File: src/rtl/hs_stream_sink.sv
// Consumer end of the 8-bit valid/ready stream: programmable backpressure,
// incrementing-sequence data checker, producer protocol monitor and counters.
module hs_stream_sink #(
  parameter int          DATA_W    = 8,
  parameter int          CNT_W     = 16,
  parameter logic [7:0]  LFSR_SEED = 8'hA5
) (
  input  logic              clk,
  input  logic              rst_n,
  input  logic              en_i,
  input  logic              clr_i,
  input  logic [1:0]        mode_i,
  input  logic [7:0]        thresh_i,
  input  logic              halt_on_err_i,
  input  logic              valid_i,
  input  logic [DATA_W-1:0] data_i,
  output logic              ready_o,
  output logic [CNT_W-1:0]  beat_cnt_o,
  output logic [CNT_W-1:0]  err_cnt_o,
  output logic              seq_err_o,
  output logic              proto_err_o,
  output logic              halted_o
);

  typedef enum logic [1:0] {IDLE, RUN, HALT} state_t;

  state_t              state_q, state_d;
  logic                ready_q, ready_d;
  logic                halted_q;
  logic                seq_err_q, proto_err_q;
  logic                pend_q;
  logic [DATA_W-1:0]   exp_q, pdata_q;
  logic [7:0]          lfsr_q, lfsr_nxt;
  logic [CNT_W-1:0]    beat_q, err_q;

  logic                fire, in_run, seq_now, proto_now, pat;
  logic [1:0]          err_inc;

  function automatic logic [CNT_W-1:0] sat_add(input logic [CNT_W-1:0] c,
                                               input logic [1:0]       inc);
    logic [CNT_W:0] s;
    s = {1'b0, c} + (CNT_W+1)'(inc);
    return s[CNT_W] ? '1 : s[CNT_W-1:0];
  endfunction

  assign fire      = valid_i & ready_q;
  assign in_run    = (state_q == RUN);
  assign seq_now   = fire & (data_i != exp_q);
  // A stalled beat must stay valid with unchanged data until it is taken.
  assign proto_now = in_run & pend_q & (~valid_i | (data_i != pdata_q));
  assign err_inc   = {1'b0, seq_now} + {1'b0, proto_now};
  assign lfsr_nxt  = {lfsr_q[6:0], lfsr_q[7] ^ lfsr_q[5] ^ lfsr_q[4] ^ lfsr_q[3]};

  always_comb begin
    case (mode_i)
      2'b00:   pat = 1'b1;
      2'b01:   pat = 1'b0;
      2'b10:   pat = ~ready_q;
      default: pat = (lfsr_nxt < thresh_i);
    endcase
  end

  // Ready drops early when a halting error is seen, so no beat slips in
  // between the error pulse and the move to HALT.
  always_comb begin
    state_d = state_q;
    ready_d = 1'b0;
    case (state_q)
      IDLE: if (en_i) state_d = RUN;
      RUN: begin
        if (!en_i)
          state_d = IDLE;
        else if (halt_on_err_i && (seq_err_q || proto_err_q))
          state_d = HALT;
        else if (!(halt_on_err_i && (seq_now || proto_now)))
          ready_d = pat;
      end
      HALT:    state_d = HALT;
      default: state_d = IDLE;
    endcase
  end

  always_ff @(posedge clk or negedge rst_n) begin
    if (!rst_n) begin
      state_q     <= IDLE;
      ready_q     <= 1'b0;
      halted_q    <= 1'b0;
      seq_err_q   <= 1'b0;
      proto_err_q <= 1'b0;
      pend_q      <= 1'b0;
      exp_q       <= '0;
      lfsr_q      <= LFSR_SEED;
      beat_q      <= '0;
      err_q       <= '0;
    end else if (clr_i) begin
      state_q     <= IDLE;
      ready_q     <= 1'b0;
      halted_q    <= 1'b0;
      seq_err_q   <= 1'b0;
      proto_err_q <= 1'b0;
      pend_q      <= 1'b0;
      exp_q       <= '0;
      lfsr_q      <= LFSR_SEED;
      beat_q      <= '0;
      err_q       <= '0;
    end else begin
      state_q     <= state_d;
      ready_q     <= ready_d;
      halted_q    <= (state_d == HALT);
      seq_err_q   <= seq_now;
      proto_err_q <= proto_now;
      pend_q      <= valid_i & ~ready_q & in_run;
      err_q       <= sat_add(err_q, err_inc);
      if (fire) begin
        beat_q <= sat_add(beat_q, 2'd1);
        exp_q  <= data_i + DATA_W'(1);
      end
      if (in_run && mode_i == 2'b11)
        lfsr_q <= lfsr_nxt;
    end
  end

  always_ff @(posedge clk) begin
    pdata_q <= data_i;
  end

  assign ready_o     = ready_q;
  assign beat_cnt_o  = beat_q;
  assign err_cnt_o   = err_q;
  assign seq_err_o   = seq_err_q;
  assign proto_err_o = proto_err_q;
  assign halted_o    = halted_q;

endmodule

File: config.mk
export PLATFORM = sky130hd
export DESIGN_NAME = hs_stream_sink
export DESIGN_NICKNAME = d
export VERILOG_FILES = /design/src/rtl/hs_stream_sink.sv
export SDC_FILE = /design/constraint.sdc
export NUM_CORES = 1
export LEC_CHECK = 0
export CAP_MARGIN = 20
export CORE_ASPECT_RATIO = 0.7
export CORE_UTILIZATION = 55
export DETAILED_ROUTE_END_ITERATION = 8
export DONT_BUFFER_PORTS = 1
export GPL_TIMING_DRIVEN = 0
export PLACE_DENSITY = 0.74
export SLEW_MARGIN = 5
export SYNTH_ARGS = -nofsm -noshare
export SYNTH_HDL_FRONTEND = slang
export SYNTH_SLANG_ARGS = --single-unit
File: constraint.sdc
create_clock -name clk -period 2.2 [get_ports clk]
set_clock_uncertainty 0.2 [all_clocks]
set_input_delay 0.11 -clock clk [delete_from_list [all_inputs] [get_ports clk]]
set_output_delay 0.11 -clock clk [all_outputs]
set_load 0.02 [all_outputs]
Word level (Yosys, flattened, before mapping)
Cells that the tools add are included.

Add/sub/neg operators: 4. Multiply operators: 0. Divide/modulo/power cells: 0. Order comparisons: 1. Equality and inequality tests: 8. Shift-type cells: 0. Multiplexer cells: 24. Bitwise operators: 12. Reduce and logical (&&, ||, !) cells: 9.

Operators by type and width (count): two-way mux 16 bit (5); two-way mux 8 bit (4); adder 16 x 1 -> 17 bit, second input constant (1); adder 16 x 2 -> 17 bit (1); inequality test 8 bit (2); two-way mux 1 bit (9); adder 8 x 1 -> 8 bit, second input constant (1); == test 2 bit, second input constant (4); < comparator 8 bit (1); two-way mux 2 bit (4); AND 1 bit (6); one-hot mux 2 bit (3 select lines) (1); == test 2 x 1 -> 1 bit, second input constant (2); zero test 2 bit (2); nonzero test 2 bit (2); logical AND 1 bit (3); one-hot mux 1 bit (3 select lines) (1); XOR 1 bit (3); adder 1 x 1 -> 2 bit (1); logical OR 1 bit (2); NOT 1 bit (2); OR 1 bit (1).

Register bits after elaboration: 63. Latch bits: 0. RAM bits: 0. Bits in read-only memories: 0. Bits of input ports: 24. Output and inout bits: 36. Word-level logic and storage cells: 69. Memories: 0.

Logic depth before layout (Yosys ltp)
Depth in word-level cells: 10. Depth in mapped cells: 12. Mapped depth without buffers: 11.

Worst setup path after synthesis
Ideal clock, no wire load.

Kind: reg-to-reg. From: register pdata_q[6]. To: register err_q[1] (netlist: err_cnt_o[1]). Setup time: 0.136 ns. Arrival: 2.091 ns. Required time: 1.864 ns. Slack: -0.228 ns. Stages on the path, launching flop included: 12. Path buffers: 1. Clock period less this slack: 2.428 ns. Path through: dfxtp_1 > xnor2_1 > nand3_1 > o311ai_2 > inv_1 > fa_1 > ha_1 > nand4_1 > nor2_2 > nand4_2 > buf_2 > a21oi_1.

Word-level cells in the longest chain between the ends: 7.

Ends and longest elaborated chain: start: declaration (RTL line 32) `logic [DATA_W-1:0] exp_q, pdata_q;`; start signal: assignment (RTL line 124) `pdata_q <= data_i;`; inequality test 8 bit (RTL line 50) `assign proto_now = in_run & pend_q & (~valid_i | (data_i != pdata_q));`; OR 1 bit (RTL line 50); AND 1 bit (RTL line 50); adder 1 x 1 -> 2 bit (RTL line 51) `assign err_inc = {1'b0, seq_now} + {1'b0, proto_now};`; adder 16 x 2 -> 17 bit (RTL line 42) `s = {1'b0, c} + (CNT_W+1)'(inc);`; two-way mux 16 bit (RTL line 43) `return s[CNT_W] ? '1 : s[CNT_W-1:0];`; two-way mux 16 bit (RTL line 95) `end else if (clr_i) begin`; end signal: assignment (RTL line 113) `err_q <= sat_add(err_q, err_inc);`; end: declaration (RTL line 34) `logic [CNT_W-1:0] beat_q, err_q;`.

No other way between the ends. A chain may end at the register's enable or synchronous reset.

Worst setup path in the final report
From: register pdata_q[5]. To: register err_q[13] (netlist: err_cnt_o[13]).

The elaborated chain is that of the path after synthesis.

==> results.txt <==
Status -> complete, but fails checks
Failing checks -> setup timing
Final net count -> 400
F_max -> 387 MHz
Peak supply drop -> 0.000284 V
Critical Path RT -> 2.20 ns
Max_cap viols -> 0
H-tree levels -> 3
DRC Markers -> 0
Post-synth top flop -> dfrtp_1
Post-synth EDFFs -> 0
CTS Buf Count -> 9
Utilization after layout -> 70.0%
GRT overflow -> 0
Most frequent cells in the layout -> dfrtp_1 (48), nor2_1 (27), xnor2_1 (23)
CP endpoint kind -> flop
Final Wtd Congestion -> 0.903
# clock sinks -> 63
Hold WS -> 0.0262 ns
Hold Crit Class -> in -> reg
Ratio of cells with drive above 1 in the final layout -> 18.9%
Die width -> 94.1 µm
Mean Syn Cell Area -> 10.1 µm²
Pre-CTS setup slack -> -0.467 ns
Cell variety after synth -> 54
Worst Setup SP -> pdata_q[5]
Vias in the first global route -> 2566
Die area -> 6260 µm²
Std cell rows -> 23
Worst reg-to-reg setup slack -> -0.39 ns
Drt pass-1 iters -> 4
Drt initial violations -> 174
Initial antenna violation count -> 0
Synth warn -> 0
DIE HEIGHT -> 66.5 µm
TritonCTS clock tree -> built
Ant. Diodes -> 0
Area growth syn-to-layout -> 22.7%
Final period util -> 118%
Critical path capture point -> err_cnt_o[13]
Critical path startpoint category -> flop
# setup viols final -> 16
Via count -> 2659
Most common cell after layout, fill and taps aside -> dfrtp_1
Pwr/cell area -> 635 nW/µm²
Reg-to-reg startpoint -> pdata_q[5]
WL final -> 7920 µm
Detailed-placement wirelength estimate -> 4990 µm
Final Max Tran Viols -> 0
Setup ws final -> -0.386 ns
Largest net degree at the start of global routing -> 56
Total track usage -> 27.5%
Max FO, Critical Path -> 5
Count of input and output buffers -> 0
RSZ-0062 raised after global routing -> true
Root Buffer Master -> clkbuf_8
Synth async-reset ratio -> 87.3%
Yosys reg bits -> 63
Placed Instances -> 398
Cells after synthesis -> 323
Post-route insts no fill -> 445
Drt via density -> 5.98
Clk Latency, worst-skew pair -> 0.34 ns
Register area share after synthesis -> 47.2%
Core Box Area -> 5730 µm²
First-pass GRT wire length -> 12600 µm
Crit path kind -> reg -> reg
Final hold vios -> 0
Cell leakage power -> 1.70 nW
CP arrival -> 2.59 ns
Clk slew on worst S/H paths -> 0.07 ns
Clock buffer depth -> 2
Fillers -> 443
Initial Utilization -> 57.1%
Drt wl/cell -> 17.8 µm
Io pins -> 60
Netlist Area Pre-Place -> 3270 µm²
Fin crit period -> 2.59 ns
Worst-case reg-to-reg path depth -> 11
Least-Margin Pin Slew -> 0.611 ns
Post-DRT Antenna Nets -> 0
Slew HR -> 59.2%
Worst R2R End -> err_cnt_o[13]
Syn_nets -> 358
## what timing repair did
action                                  CTS  global route
hold endpoints to repair                 85             2
endpoints found under the setup margin   16            20
gates resized for setup                   9            16
setup buffers                             6             1
gates cloned                              0             0
hold buffers                             22             2
pin swaps                                 9            11
## sequential cells by signal, indices dropped and copies added, names as in the netlist, 2 cells and up
signal	flops
beat_cnt_o	16
err_cnt_o	16
exp_q	8
lfsr_q	8
pdata_q	8
state_q	2
## report_power, final
group | internal (mW) | switching (mW)
combinational | 0.0899 | 0.106
sequential | 1.18 | 0.0172
clock | 0.700 | 0.455
total | 1.97 | 0.578
## stage by stage
step                setup TNS (ns)  power [mW]  instance area, µm²
global placement             -5.70        1.32                3380
floorplan                    -1.34        1.30                3290
CTS                          -5.41        2.55                3930
finish                       -5.48        2.54                4010
detailed placement           -6.64        1.33                3380
global route                 -7.29        2.64                4010
## worst max-delay path, stage by stage, from the launching register on
cell and delay (ns):
dfxtp_2 0.33, xnor2_2 0.16, nand4_1 0.20, o311ai_4 0.37, inv_2 0.06, fa_2 0.37
ha_4 0.17, nand4_1 0.15, nor2_4 0.08, nand4_4 0.11, and4_1 0.20, nor3_2 0.04
## cell type report
| class | count | area, µm² | share of cell area (%) |
|---|---|---|---|
| sequential | 63 | 1550 | 38.6 |
| timing repair buffer | 31 | 313 | 7.80 |
| tap | 75 | 93.8 | 2.34 |
| buffer | 10 | 55.1 | 1.37 |
| multi-input combinational | 235 | 1720 | 42.9 |
| clock buffer | 13 | 159 | 3.96 |
| inverter | 15 | 56.3 | 1.40 |
| clock inverter | 3 | 65.1 | 1.62 |
## synthesized netlist by cell type, types with 5 or more instances
cell	n	share of area, %
dfxtp_1	8	4.9
nand3_1	15	2.3
ha_1	10	3.8
a211oi_1	13	3.0
xor2_1	6	1.6
nand4_1	10	1.9
o21ai_0	5	0.77
dfrtp_1	51	39
nor3_1	10	1.5
inv_1	15	1.7
a31oi_1	10	1.9
nand2_1	16	1.8
a21oi_1	19	2.9
nor2_1	30	3.4
xnor2_1	27	7.2
and3_1	6	1.1
## metal layers
metal  GRT usage, %  up-vias  routed length [µm]
li1               -     1261                   -
met1           37.6     1288                3690
met2           40.1      104                3600
met3           11.6        6                 586
met4           7.31        0                  48
met5              0        -                   0
## worst min-delay path by stage
stage | to | cells after the start | slack (ns) | startpoint
after floorplan | beat_cnt_o[0] | 0 | -0.39 | rst_n
after global placement | beat_cnt_o[3] | 0 | -0.38 | rst_n
after detailed placement | beat_cnt_o[3] | 0 | -0.38 | rst_n
after CTS | lfsr_q[3] | 2 | 0.005 | mode_i[0]
after global routing | exp_q[4] | 3 | 0.02 | data_i[3]
final | exp_q[4] | 3 | 0.03 | data_i[3]
## kinds of logic after synthesis
logic type / count (synthesis) / share of synthesized area, %
and+or+nand+nor: 115 / 19.9
AOI/OAI and AO/OA: 72 / 15.2
DFF: 63 / 47.2
xor gates and xnor gates: 33 / 8.84
buffers and inverters: 25 / 3.22
adders and majority gates: 11 / 4.44
muxes: 4 / 1.23
Power figures use the tool's default switching activity.
